## src/rtl/wrap_event_pkg.sv

```systemverilog
// Shared types for the wrap event monitor: record layout, FSM states and drop-counter width.
package wrap_event_pkg;
  localparam int W_DEF  = 10;
  localparam int E_DEF  = 4;
  localparam int DROP_W = 8;

  typedef struct packed {
    logic [E_DEF-1:0] epoch;
    logic [W_DEF-1:0] peak;
  } wrap_rec_t;

  typedef enum logic {
    IDLE = 1'b0,
    RUN  = 1'b1
  } mon_state_e;
endpackage

```

## src/rtl/wrap_event_monitor_if.sv

```systemverilog
// Counter sample input, record stream output and status of the wrap event monitor.
interface wrap_event_monitor_if #(
  parameter int W     = 10,
  parameter int E     = 4,
  parameter int DEPTH = 4
);
  import wrap_event_pkg::*;
  localparam int LVL_W = $clog2(DEPTH) + 1;

  logic [W-1:0]      cnt_in;
  logic              cnt_vld;
  logic              out_valid;
  logic              out_ready;
  logic [E-1:0]      out_epoch;
  logic [W-1:0]      out_peak;
  logic              overflow;
  logic [DROP_W-1:0] drop_cnt;
  logic [LVL_W-1:0]  level;

  modport master (
    output cnt_in, cnt_vld, out_ready,
    input  out_valid, out_epoch, out_peak, overflow, drop_cnt, level
  );

  modport slave (
    input  cnt_in, cnt_vld, out_ready,
    output out_valid, out_epoch, out_peak, overflow, drop_cnt, level
  );
endinterface

```

## src/rtl/wrap_rec_fifo.sv

```systemverilog
// Synchronous FIFO for wrap records; pointers carry one extra wrap bit so level = wptr - rptr.
module wrap_rec_fifo
  import wrap_event_pkg::*;
#(
  parameter int REC_W = 14,
  parameter int DEPTH = 4,
  localparam int AW   = $clog2(DEPTH)
) (
  input  logic             clk,
  input  logic             rst,
  input  logic             push,
  input  logic             pop,
  input  logic [REC_W-1:0] din,
  output logic [REC_W-1:0] dout,
  output logic             full,
  output logic             empty,
  output logic [AW:0]      level
);
  localparam logic [AW:0] FULL_LVL = (AW+1)'(DEPTH);
  localparam logic [AW:0] PTR_ONE  = (AW+1)'(1);

  logic [REC_W-1:0] mem [DEPTH];
  logic [AW:0]      wptr;
  logic [AW:0]      rptr;
  logic             do_push;
  logic             do_pop;

  assign level   = wptr - rptr;
  assign empty   = (wptr == rptr);
  assign full    = (level == FULL_LVL);
  assign do_pop  = pop && !empty;
  // When full, a same-edge pop frees the head slot, which is exactly where wptr points.
  assign do_push = push && (!full || do_pop);
  assign dout    = mem[rptr[AW-1:0]];

  always_ff @(posedge clk or posedge rst) begin
    if (rst) begin
      wptr <= '0;
      rptr <= '0;
    end else begin
      if (do_push) wptr <= wptr + PTR_ONE;
      if (do_pop)  rptr <= rptr + PTR_ONE;
    end
  end

  always_ff @(posedge clk) begin
    if (do_push) mem[wptr[AW-1:0]] <= din;
  end
endmodule

```

## src/rtl/wrap_event_monitor.sv

```systemverilog
// Watches the upstream wrap counter, queues {epoch, peak} for each wrap to zero and
// streams the records out on a valid/ready port with drop accounting.
module wrap_event_monitor
  import wrap_event_pkg::*;
#(
  parameter int W     = 10,
  parameter int E     = 4,
  parameter int DEPTH = 4
) (
  input  logic                 clk,
  input  logic                 rst,
  wrap_event_monitor_if.slave  bus
);
  localparam int AW = $clog2(DEPTH);
  localparam logic [AW:0] FULL_LVL = (AW+1)'(DEPTH);

  typedef struct packed {
    logic [E-1:0] epoch;
    logic [W-1:0] peak;
  } rec_t;
  localparam int REC_W = $bits(rec_t);

  function automatic logic [DROP_W-1:0] sat_inc(input logic [DROP_W-1:0] v);
    return (v == {DROP_W{1'b1}}) ? v : v + DROP_W'(1);
  endfunction

  mon_state_e        state_p0, state_nxt;
  logic [W-1:0]      prev_p0, prev_nxt;
  logic [E-1:0]      epoch_p0, epoch_nxt;
  logic              overflow_p0;
  logic [DROP_W-1:0] drop_cnt_p0;
  logic              wrap;
  logic              pop;
  logic              drop;
  logic              full;
  logic              empty;
  logic              out_valid;
  logic [AW:0]       level;
  rec_t              push_rec;
  rec_t              head_rec;

  always_comb begin
    state_nxt = state_p0;
    prev_nxt  = prev_p0;
    epoch_nxt = epoch_p0;
    wrap      = 1'b0;
    case (state_p0)
      IDLE: begin
        if (bus.cnt_vld && bus.cnt_in != '0) begin
          prev_nxt  = bus.cnt_in;
          state_nxt = RUN;
        end
      end
      RUN: begin
        if (bus.cnt_vld) begin
          if (bus.cnt_in != '0) begin
            prev_nxt = bus.cnt_in;
          end else if (prev_p0 != '0) begin
            wrap      = 1'b1;
            prev_nxt  = '0;
            epoch_nxt = epoch_p0 + E'(1);
          end
        end
      end
      default: state_nxt = IDLE;
    endcase
  end

  assign push_rec  = '{epoch: epoch_p0, peak: prev_p0};
  assign out_valid = !empty;
  assign pop       = out_valid && bus.out_ready;
  // Epoch still advances on a drop so the consumer sees the gap.
  assign drop      = wrap && full && !pop;

  // Stage p0: monitor state, epoch and drop accounting
  always_ff @(posedge clk or posedge rst) begin
    if (rst) begin
      state_p0    <= IDLE;
      prev_p0     <= '0;
      epoch_p0    <= '0;
      overflow_p0 <= 1'b0;
      drop_cnt_p0 <= '0;
    end else begin
      state_p0 <= state_nxt;
      prev_p0  <= prev_nxt;
      epoch_p0 <= epoch_nxt;
      if (drop) begin
        overflow_p0 <= 1'b1;
        drop_cnt_p0 <= sat_inc(drop_cnt_p0);
      end
    end
  end

  wrap_rec_fifo #(
    .REC_W (REC_W),
    .DEPTH (DEPTH)
  ) u_fifo (
    .clk   (clk),
    .rst   (rst),
    .push  (wrap),
    .pop   (pop),
    .din   (push_rec),
    .dout  (head_rec),
    .full  (full),
    .empty (empty),
    .level (level)
  );

  assign bus.out_valid = out_valid;
  assign bus.out_epoch = empty ? '0 : head_rec.epoch;
  assign bus.out_peak  = empty ? '0 : head_rec.peak;
  assign bus.overflow  = overflow_p0;
  assign bus.drop_cnt  = drop_cnt_p0;
  assign bus.level     = level;

  // Shadow state for the invariants; cleared with the rest of the block.
  logic         ovf_q;
  logic         have_pop;
  logic [E-1:0] last_pop_epoch;

  always_ff @(posedge clk or posedge rst) begin
    if (rst) begin
      ovf_q          <= 1'b0;
      have_pop       <= 1'b0;
      last_pop_epoch <= '0;
    end else begin
      ovf_q <= overflow_p0;
      if (pop) begin
        have_pop       <= 1'b1;
        last_pop_epoch <= head_rec.epoch;
      end
    end
  end

  a_level_bound: assert property (@(posedge clk) disable iff (rst) level <= FULL_LVL);
  a_valid_level: assert property (@(posedge clk) disable iff (rst) out_valid == (level != '0));
  a_ovf_sticky:  assert property (@(posedge clk) disable iff (rst) ovf_q |-> overflow_p0);
  a_epoch_seq:   assert property (@(posedge clk) disable iff (rst)
                   (pop && have_pop && !overflow_p0) |-> (head_rec.epoch == last_pop_epoch + E'(1)));

`ifdef FORMAL
  logic past_init = 1'b0;

  always_ff @(posedge clk) begin
    past_init <= 1'b1;
  end

  a_init: assume property (@(posedge clk) !past_init |-> rst);
`endif
endmodule

```

## src/flat_wrapper.sv

```systemverilog
// flat-port wrapper written by rule: the top's interface ports become plain ports
module wrap_event_monitor_flat import wrap_event_pkg::*;
#(
  parameter int W     = 10,
  parameter int E     = 4,
  parameter int DEPTH = 4
)
  (clk, rst, bus_cnt_in, bus_cnt_vld, bus_out_ready, bus_out_valid, bus_out_epoch, bus_out_peak, bus_overflow, bus_drop_cnt, bus_level);
  wrap_event_monitor_if #(.W(W), .E(E), .DEPTH(DEPTH)) bus_i ();
  input  logic clk;
  input  logic rst;
  input wire logic [$bits(bus_i.cnt_in)-1:0] bus_cnt_in;
  input wire logic [$bits(bus_i.cnt_vld)-1:0] bus_cnt_vld;
  input wire logic [$bits(bus_i.out_ready)-1:0] bus_out_ready;
  output wire logic [$bits(bus_i.out_valid)-1:0] bus_out_valid;
  output wire logic [$bits(bus_i.out_epoch)-1:0] bus_out_epoch;
  output wire logic [$bits(bus_i.out_peak)-1:0] bus_out_peak;
  output wire logic [$bits(bus_i.overflow)-1:0] bus_overflow;
  output wire logic [$bits(bus_i.drop_cnt)-1:0] bus_drop_cnt;
  output wire logic [$bits(bus_i.level)-1:0] bus_level;
  assign bus_i.cnt_in = bus_cnt_in;
  assign bus_i.cnt_vld = bus_cnt_vld;
  assign bus_i.out_ready = bus_out_ready;
  assign bus_out_valid = bus_i.out_valid;
  assign bus_out_epoch = bus_i.out_epoch;
  assign bus_out_peak = bus_i.out_peak;
  assign bus_overflow = bus_i.overflow;
  assign bus_drop_cnt = bus_i.drop_cnt;
  assign bus_level = bus_i.level;
  wrap_event_monitor #(.W(W), .E(E), .DEPTH(DEPTH)) u_core (.clk(clk), .rst(rst), .bus(bus_i));
endmodule
```

## config.mk

```make
export PLATFORM = sky130hd
export DESIGN_NAME = wrap_event_monitor_flat
export DESIGN_NICKNAME = d
export VERILOG_FILES = /design/src/rtl/wrap_event_pkg.sv /design/src/rtl/wrap_event_monitor_if.sv /design/src/rtl/wrap_rec_fifo.sv /design/src/rtl/wrap_event_monitor.sv /design/src/flat_wrapper.sv
export SDC_FILE = /design/constraint.sdc
export NUM_CORES = 1
export LEC_CHECK = 0
export CAP_MARGIN = 30
export CORE_MARGIN = 1
export CORE_UTILIZATION = 45
export CTS_CLUSTER_SIZE = 24
export DETAILED_ROUTE_END_ITERATION = 8
export PLACE_DENSITY = 0.66
export SLEW_MARGIN = 20
export SYNTH_ARGS = -nofsm -noshare
export SYNTH_HDL_FRONTEND = slang
export SYNTH_HIERARCHICAL = 1
export SYNTH_SLANG_ARGS = --single-unit
```

## constraint.sdc

```tcl
create_clock -name clk -period 6.9 [get_ports clk]
set_input_delay 1.38 -clock clk [delete_from_list [all_inputs] [get_ports clk]]
set_output_delay 1.38 -clock clk [all_outputs]
set_load 0.05 [all_outputs]
```

Yosys cells after proc, flatten, opt, wreduce, memory -nomap -nowiden
Memories as Yosys holds them, arrays and structs flattened.
Cells that the tools add are included.

operators by class
  divide/modulo/power cells = 0
  bitwise logic cells = 3
  reduce and logical (&&, ||, !) cells = 15
  shift-type cells = 0
  equality and inequality tests = 6
  $mul = 0
  $add $sub $neg = 5
  muxes and demuxes = 15
  $lt $le $gt $ge = 0

operators by type and width
  cell                   number
  $mux W10               5
  $pmux W10 S2           1
  $reduce_bool A10 Y1    2
  $add A8 B1 Y8 const B  1
  $eq A8 B8 Y1 const B   1
  $mux W1                8
  $add A3 B1 Y3 const B  2
  $logic_and A1 B1 Y1    6
  $add A4 B1 Y4 const B  1
  $mux W4                1
  $reduce_and A4 Y1      1
  $eq A3 B3 Y1           1
  $eq A3 B3 Y1 const B   1
  $logic_not A1 Y1       3
  $ne A3 B3 Y1 const B   1
  $not A1 Y1             3
  $reduce_and A3 Y1      1
  $sub A3 B3 Y3          1
  $ne A2 B1 Y1 const B   1
  $ne A2 B2 Y1 const B   1
  $reduce_and A2 Y1      1
  $logic_or A1 B1 Y1     1

storage, ports and cells
  bits in writable memories = 56
  output and inout bits = 27
  memories kept = 1
  bits in read-only memories = 0
  flip-flop bits (word level) = 30
  latch bits = 0

memory list
  memory             words  width  rd ports  clocked after memory_dff  write ports  line                 RTL
  u_core.u_fifo.mem  4      14     1         0                         1            wrap_rec_fifo.sv:22  logic [REC_W-1:0] mem [DEPTH];

Logic depth before layout (Yosys ltp)
  word-level depth = 8
  depth in mapped cells = 10
  gate-level depth less buffers = 10

Hierarchy
Netlist, hierarchy kept.

by module, submodules not included
  module              area an instance (um^2)  times used  cells an instance
  wrap_rec_fifo       2,489.9                  1           115
  wrap_event_monitor  1,238.7                  1           103

Worst setup path after synthesis
OpenSTA, ideal clock, no wires.

  path kind = register to output
  start = register u_core.u_fifo.rptr[1]
  end = output port bus_out_peak[0]
  cell stages (with the launch flop) = 8
  data required time = 5.520 ns
  arrival = 2.476 ns
  path buffers = 3
  setup slack = 3.044 ns
  cell sequence = dfrtp_1 > clkbuf_1 > buf_1 > inv_1 > ha_1 > and3_1 > clkbuf_1 > nor2b_1

on the way
  word-level cells in the longest chain between the ends = 2

ends and longest elaborated chain
  element                 line                       RTL
  start, declared         wrap_rec_fifo.sv:24        logic [AW:0] rptr;
  start signal, assigned  wrap_rec_fifo.sv:42        if (do_pop) rptr <= rptr + PTR_ONE;
  $eq A3 B3 Y1            wrap_rec_fifo.sv:29        assign empty = (wptr == rptr);
  net u_core.empty        wrap_event_monitor.sv:36   logic empty;
  $mux W10                wrap_event_monitor.sv:111  assign bus.out_peak = empty ? '0 : head_rec.peak;
  end, declared           flat_wrapper.sv:17         output wire logic [$bits(bus_i.out_peak)-1:0] bus_out_peak;

The timed path passes the listed nets, and every way through them passes these cells.

Worst setup path in the final report
  start = register u_core.u_fifo.rptr[1]
  end = output port bus_out_epoch[0]

on the way
  word-level cells in the longest chain between the ends = 2

ends and longest elaborated chain
  element           line                       RTL
  $eq A3 B3 Y1      wrap_rec_fifo.sv:29
  net u_core.empty  wrap_event_monitor.sv:36
  $mux W4           wrap_event_monitor.sv:110  assign bus.out_epoch = empty ? '0 : head_rec.epoch;
  end, declared     flat_wrapper.sv:16         output wire logic [$bits(bus_i.out_epoch)-1:0] bus_out_epoch;

The timed path passes the listed nets, and every way through them passes these cells.

==> impl_metrics.prom <==
# TYPE chip_impl_metric gauge
chip_impl_metric{name="combPwrFrac",unit=""} 0.360
chip_impl_metric{name="cts_made_buffers",unit=""} 9
chip_impl_metric{name="num_vias",unit=""} 1922
chip_impl_metric{name="core",unit="µm²"} 7890
chip_impl_metric{name="tightest_slew",unit="ps"} 917
chip_impl_metric{name="area_of_the_multi_input_gates",unit="µm²"} 1220
chip_impl_info{name="yosysTopAreaCell",value="sky130_fd_sc_hd__edfxtp_1"} 1
chip_impl_metric{name="insertion_delay",unit="ps"} 350
chip_impl_metric{name="clockPowerShare",unit=""} 0.238
chip_impl_metric{name="ys_async_sr_fraction",unit=""} 0.349
chip_impl_metric{name="finalWorstPathRequiredPeriod",unit="ps"} 4480
chip_impl_metric{name="synth.yosys.warnings",unit=""} 6
chip_impl_metric{name="final_critical_path_setup_slack",unit="ps"} 2420
chip_impl_info{name="cts.root.buffer_cell",value="sky130_fd_sc_hd__clkbuf_8"} 1
chip_impl_metric{name="die_width",unit="µm"} 93.0
chip_impl_metric{name="dr.first_iter.drc_count",unit=""} 123
chip_impl_metric{name="finalCritPeriodShare",unit=""} 0.649
chip_impl_metric{name="total_switching_power",unit="µW"} 542
chip_impl_metric{name="ctsHoldBuffers",unit=""} 0
chip_impl_metric{name="power_density",unit="nW/µm²"} 342
chip_impl_metric{name="yosysTopAreaCellShare",unit=""} 0.451
chip_impl_metric{name="synth_sequential_area_ratio",unit=""} 0.652
chip_impl_metric{name="finalInstanceArea",unit="µm²"} 4470
chip_impl_metric{name="port_buffers",unit=""} 40
chip_impl_info{name="post_synth_main_area_contributors",value="sky130_fd_sc_hd__edfxtp_1 45%, sky130_fd_sc_hd__dfrtp_1 20%, sky130_fd_sc_hd__mux4_2 8.5%"} 1
chip_impl_metric{name="layout.area.seq",unit="µm²"} 2430
chip_impl_metric{name="timing.clock.skew",unit="ps"} 7.44
chip_impl_metric{name="register_clock_pin_slew_on_the_reported_worst_setup_and_hold_paths",unit="ps"} 80
chip_impl_metric{name="p_seq_frac",unit=""} 0.402
chip_impl_metric{name="clockBufferDepth",unit=""} 2
chip_impl_info{name="cts_tree",value="done"} 1
chip_impl_metric{name="die_h",unit="µm"} 93.0
chip_impl_metric{name="io_pins",unit=""} 41
chip_impl_metric{name="globalRouteOverflowTotal",unit=""} 0
chip_impl_metric{name="post_cts_resized",unit=""} 0
chip_impl_metric{name="p_int",unit="µW"} 985
chip_impl_metric{name="maxSlewHeadroom",unit=""} 0.386
chip_impl_metric{name="place_congestion",unit=""} 0.766
chip_impl_metric{name="hold_violations",unit=""} 0
chip_impl_metric{name="power.share.switching",unit=""} 0.355
chip_impl_info{name="ys_dominant_reg_cell",value="sky130_fd_sc_hd__edfxtp_1"} 1
chip_impl_info{name="yosys-top-cells-count",value="56 x sky130_fd_sc_hd__edfxtp_1, 30 x sky130_fd_sc_hd__dfrtp_1, 15 x sky130_fd_sc_hd__nor2b_1"} 1
chip_impl_metric{name="worstPathRequired",unit="ps"} 5520
chip_impl_metric{name="dp_hpwl",unit="µm"} 4140
chip_impl_metric{name="synth_cell_type_count",unit=""} 47
chip_impl_metric{name="finalSetupViolCount",unit=""} 0
chip_impl_metric{name="start_util",unit=""} 0.473
chip_impl_metric{name="fin_tns_setup",unit="ps"} 0
chip_impl_metric{name="detail_route.vias_per_cell",unit=""} 5.18
chip_impl_metric{name="drtPass1Iterations",unit=""} 4
chip_impl_metric{name="mappedNetlistNets",unit=""} 242
chip_impl_info{name="timing.critical_path.to_type",value="output port"} 1
chip_impl_metric{name="leakagePower",unit="µW"} 0.00170
chip_impl_metric{name="pre_cts_ws",unit="ps"} 2550
chip_impl_metric{name="detail-route-antenna-nets",unit=""} 0
chip_impl_metric{name="wirelength",unit="µm"} 6050
chip_impl_metric{name="power.ir.vdd_worst",unit="µV"} 117
chip_impl_metric{name="avgRoutedWirePerCell",unit="µm"} 16.3
chip_impl_metric{name="max_freq",unit="MHz"} 223
chip_impl_metric{name="grt_use_total",unit=""} 0.159
chip_impl_metric{name="nNetsFinal",unit=""} 288
chip_impl_metric{name="worstPathArrival",unit="ps"} 3100
chip_impl_info{name="timing_worst_setup_path_type",value="flop to output port"} 1
chip_impl_metric{name="syn-mean-instance-area",unit="µm²"} 17.1
chip_impl_metric{name="area_growth",unit="%"} 19.9
chip_impl_metric{name="count_of_flip_flops_with_a_built_in_enable_after_synthesis",unit=""} 56
chip_impl_info{name="type_of_the_worst_min_delay_path",value="flop to flop"} 1
chip_impl_metric{name="pin_count_of_the_biggest_net_entering_global_routing",unit=""} 25
chip_impl_metric{name="synthesis.area",unit="µm²"} 3730
chip_impl_metric{name="placed_cell_area",unit="µm²"} 4240
chip_impl_metric{name="n_antenna_cell",unit=""} 0
chip_impl_metric{name="layout.filler_cells",unit=""} 627
chip_impl_info{name="setup.worst_path.start_class",value="flop"} 1
chip_impl_metric{name="slew_viol_final",unit=""} 0
chip_impl_metric{name="max_cap_viol_count",unit=""} 0
chip_impl_metric{name="antenna_found_initial",unit=""} 0
chip_impl_metric{name="ctsHtreeMaxLevel",unit=""} 3
chip_impl_metric{name="detail_route.drc_violations",unit=""} 0
chip_impl_metric{name="netlist_instances",unit=""} 218
chip_impl_metric{name="via_count_of_the_first_global_routing_pass",unit=""} 1934
chip_impl_metric{name="dieArea",unit="µm²"} 8650
chip_impl_metric{name="grt_pass1_wl",unit="µm"} 10100
chip_impl_metric{name="clkSinkCount",unit=""} 86
chip_impl_info{name="rsz0062_at_grt",value="false"} 1
chip_impl_metric{name="drive_gt1_frac",unit=""} 0.186
chip_impl_metric{name="cts_setup_buffers",unit=""} 0
chip_impl_metric{name="num_rows",unit=""} 32
chip_impl_info{name="synthMostInstantiatedCell",value="sky130_fd_sc_hd__edfxtp_1"} 1
chip_impl_info{name="status",value="finished clean"} 1
chip_impl_metric{name="synth.ff_latch_count",unit=""} 86
chip_impl_metric{name="cp_max_fo",unit=""} 17
-- worst paths after layout --
check                                          end             startpoint  slack (ps)  cells past startpoint
setup / recovery                  bus_out_epoch[0]  u_core/u_fifo/rptr[1]        2420                      5
hold / removal                     u_core/state_p0        u_core/state_p0         460                      1
setup reg to reg           u_core/u_fifo/mem[2][7]  u_core/u_fifo/rptr[1]        3290                      8
hold reg to reg                    u_core/state_p0        u_core/state_p0         460                      1
max in group asynchronous        u_core/prev_p0[5]                    rst        5190                      3
min in group asynchronous   u_core/bus.drop_cnt[6]                    rst        1300                      2
-- layout by cell type, fill, tap and decap left out, types with 3 or more instances in the layout --
cell type	n
sky130_fd_sc_hd__xor2_1	7
sky130_fd_sc_hd__and3_1	3
sky130_fd_sc_hd__and2_1	4
sky130_fd_sc_hd__nor2_1	5
sky130_fd_sc_hd__xnor2_1	6
sky130_fd_sc_hd__clkbuf_8	9
sky130_fd_sc_hd__dfrtp_1	30
sky130_fd_sc_hd__nand3_1	3
sky130_fd_sc_hd__clkinvlp_4	4
sky130_fd_sc_hd__clkdlybuf4s50_1	40
sky130_fd_sc_hd__edfxtp_1	56
sky130_fd_sc_hd__a22o_1	6
sky130_fd_sc_hd__nor2b_1	15
sky130_fd_sc_hd__mux4_2	14
sky130_fd_sc_hd__ha_1	9
sky130_fd_sc_hd__inv_1	10
sky130_fd_sc_hd__nand2_1	4
sky130_fd_sc_hd__mux2_1	6
-- per-layer routing --
layer  wire length [µm]  track usage  vias to the layer above
li1                   -            -                      901
met1               2890        0.235                      959
met2               2810        0.228                       53
met3                259       0.0268                        9
met4                 98       0.0769                        0
met5                  0            0                        -
-- state kept, by name, indices dropped and copies added, names as in the netlist --
register and cells:
u_core/u_fifo/mem 56, u_core/prev_p0 10, u_core/bus.drop_cnt 8, u_core/epoch_p0 4
u_core/u_fifo/rptr 3, u_core/u_fifo/wptr 3, u_core/bus.overflow 1, u_core/state_p0 1
-- worst max-delay path, stage by stage, from the launching register on --
cell and delay [ps]:
sky130_fd_sc_hd__dfrtp_1 840, sky130_fd_sc_hd__inv_1 190, sky130_fd_sc_hd__ha_1 340, sky130_fd_sc_hd__and3_1 370, sky130_fd_sc_hd__nor2b_1 190, sky130_fd_sc_hd__clkdlybuf4s50_1 820
-- power groups by stage --
stage          Sequential, µW  Clock, µW  Combinational (µW)
3_5_place_dp              626          0                 555
5_1_grt                   620        398                 579
4_1_cts                   615        377                 556
2_1_floorplan             589          0                 431
6_report                  613        364                 550
3_3_place_gp              641          0                 527
-- stage by stage --
stage / power [µW] / utilization / std cells / hold slack [ps]
2_1_floorplan: 1020 / - / 218 / 420
3_3_place_gp: 1170 / 0.535 / 353 / 436
3_5_place_dp: 1180 / 0.537 / 354 / 439
4_1_cts: 1550 / 0.565 / 370 / 458
5_1_grt: 1600 / 0.567 / 371 / 483
6_report: 1530 / 0.567 / 371 / 457
-- area by class of cell --
class | count | share of cell area
timing repair buffer | 42 | 0.0963
clock buffer | 10 | 0.0333
sequential | 86 | 0.544
tap | 102 | 0.0286
multi-input combinational | 113 | 0.272
clock inverter | 6 | 0.0154
inverter | 12 | 0.0101
-- logic make-up after synthesis --
kind of cell / synth area share
buffers and inverters: 0.0215
multiplexers: 0.114
flip-flops: 0.652
AND/OR/NAND/NOR: 0.0983
XOR/XNOR: 0.0369
AO/OA/AOI/OAI: 0.0416
adder cells (fa/ha/maj): 0.0356
No activity file was read; power rests on OpenSTA's default activity.
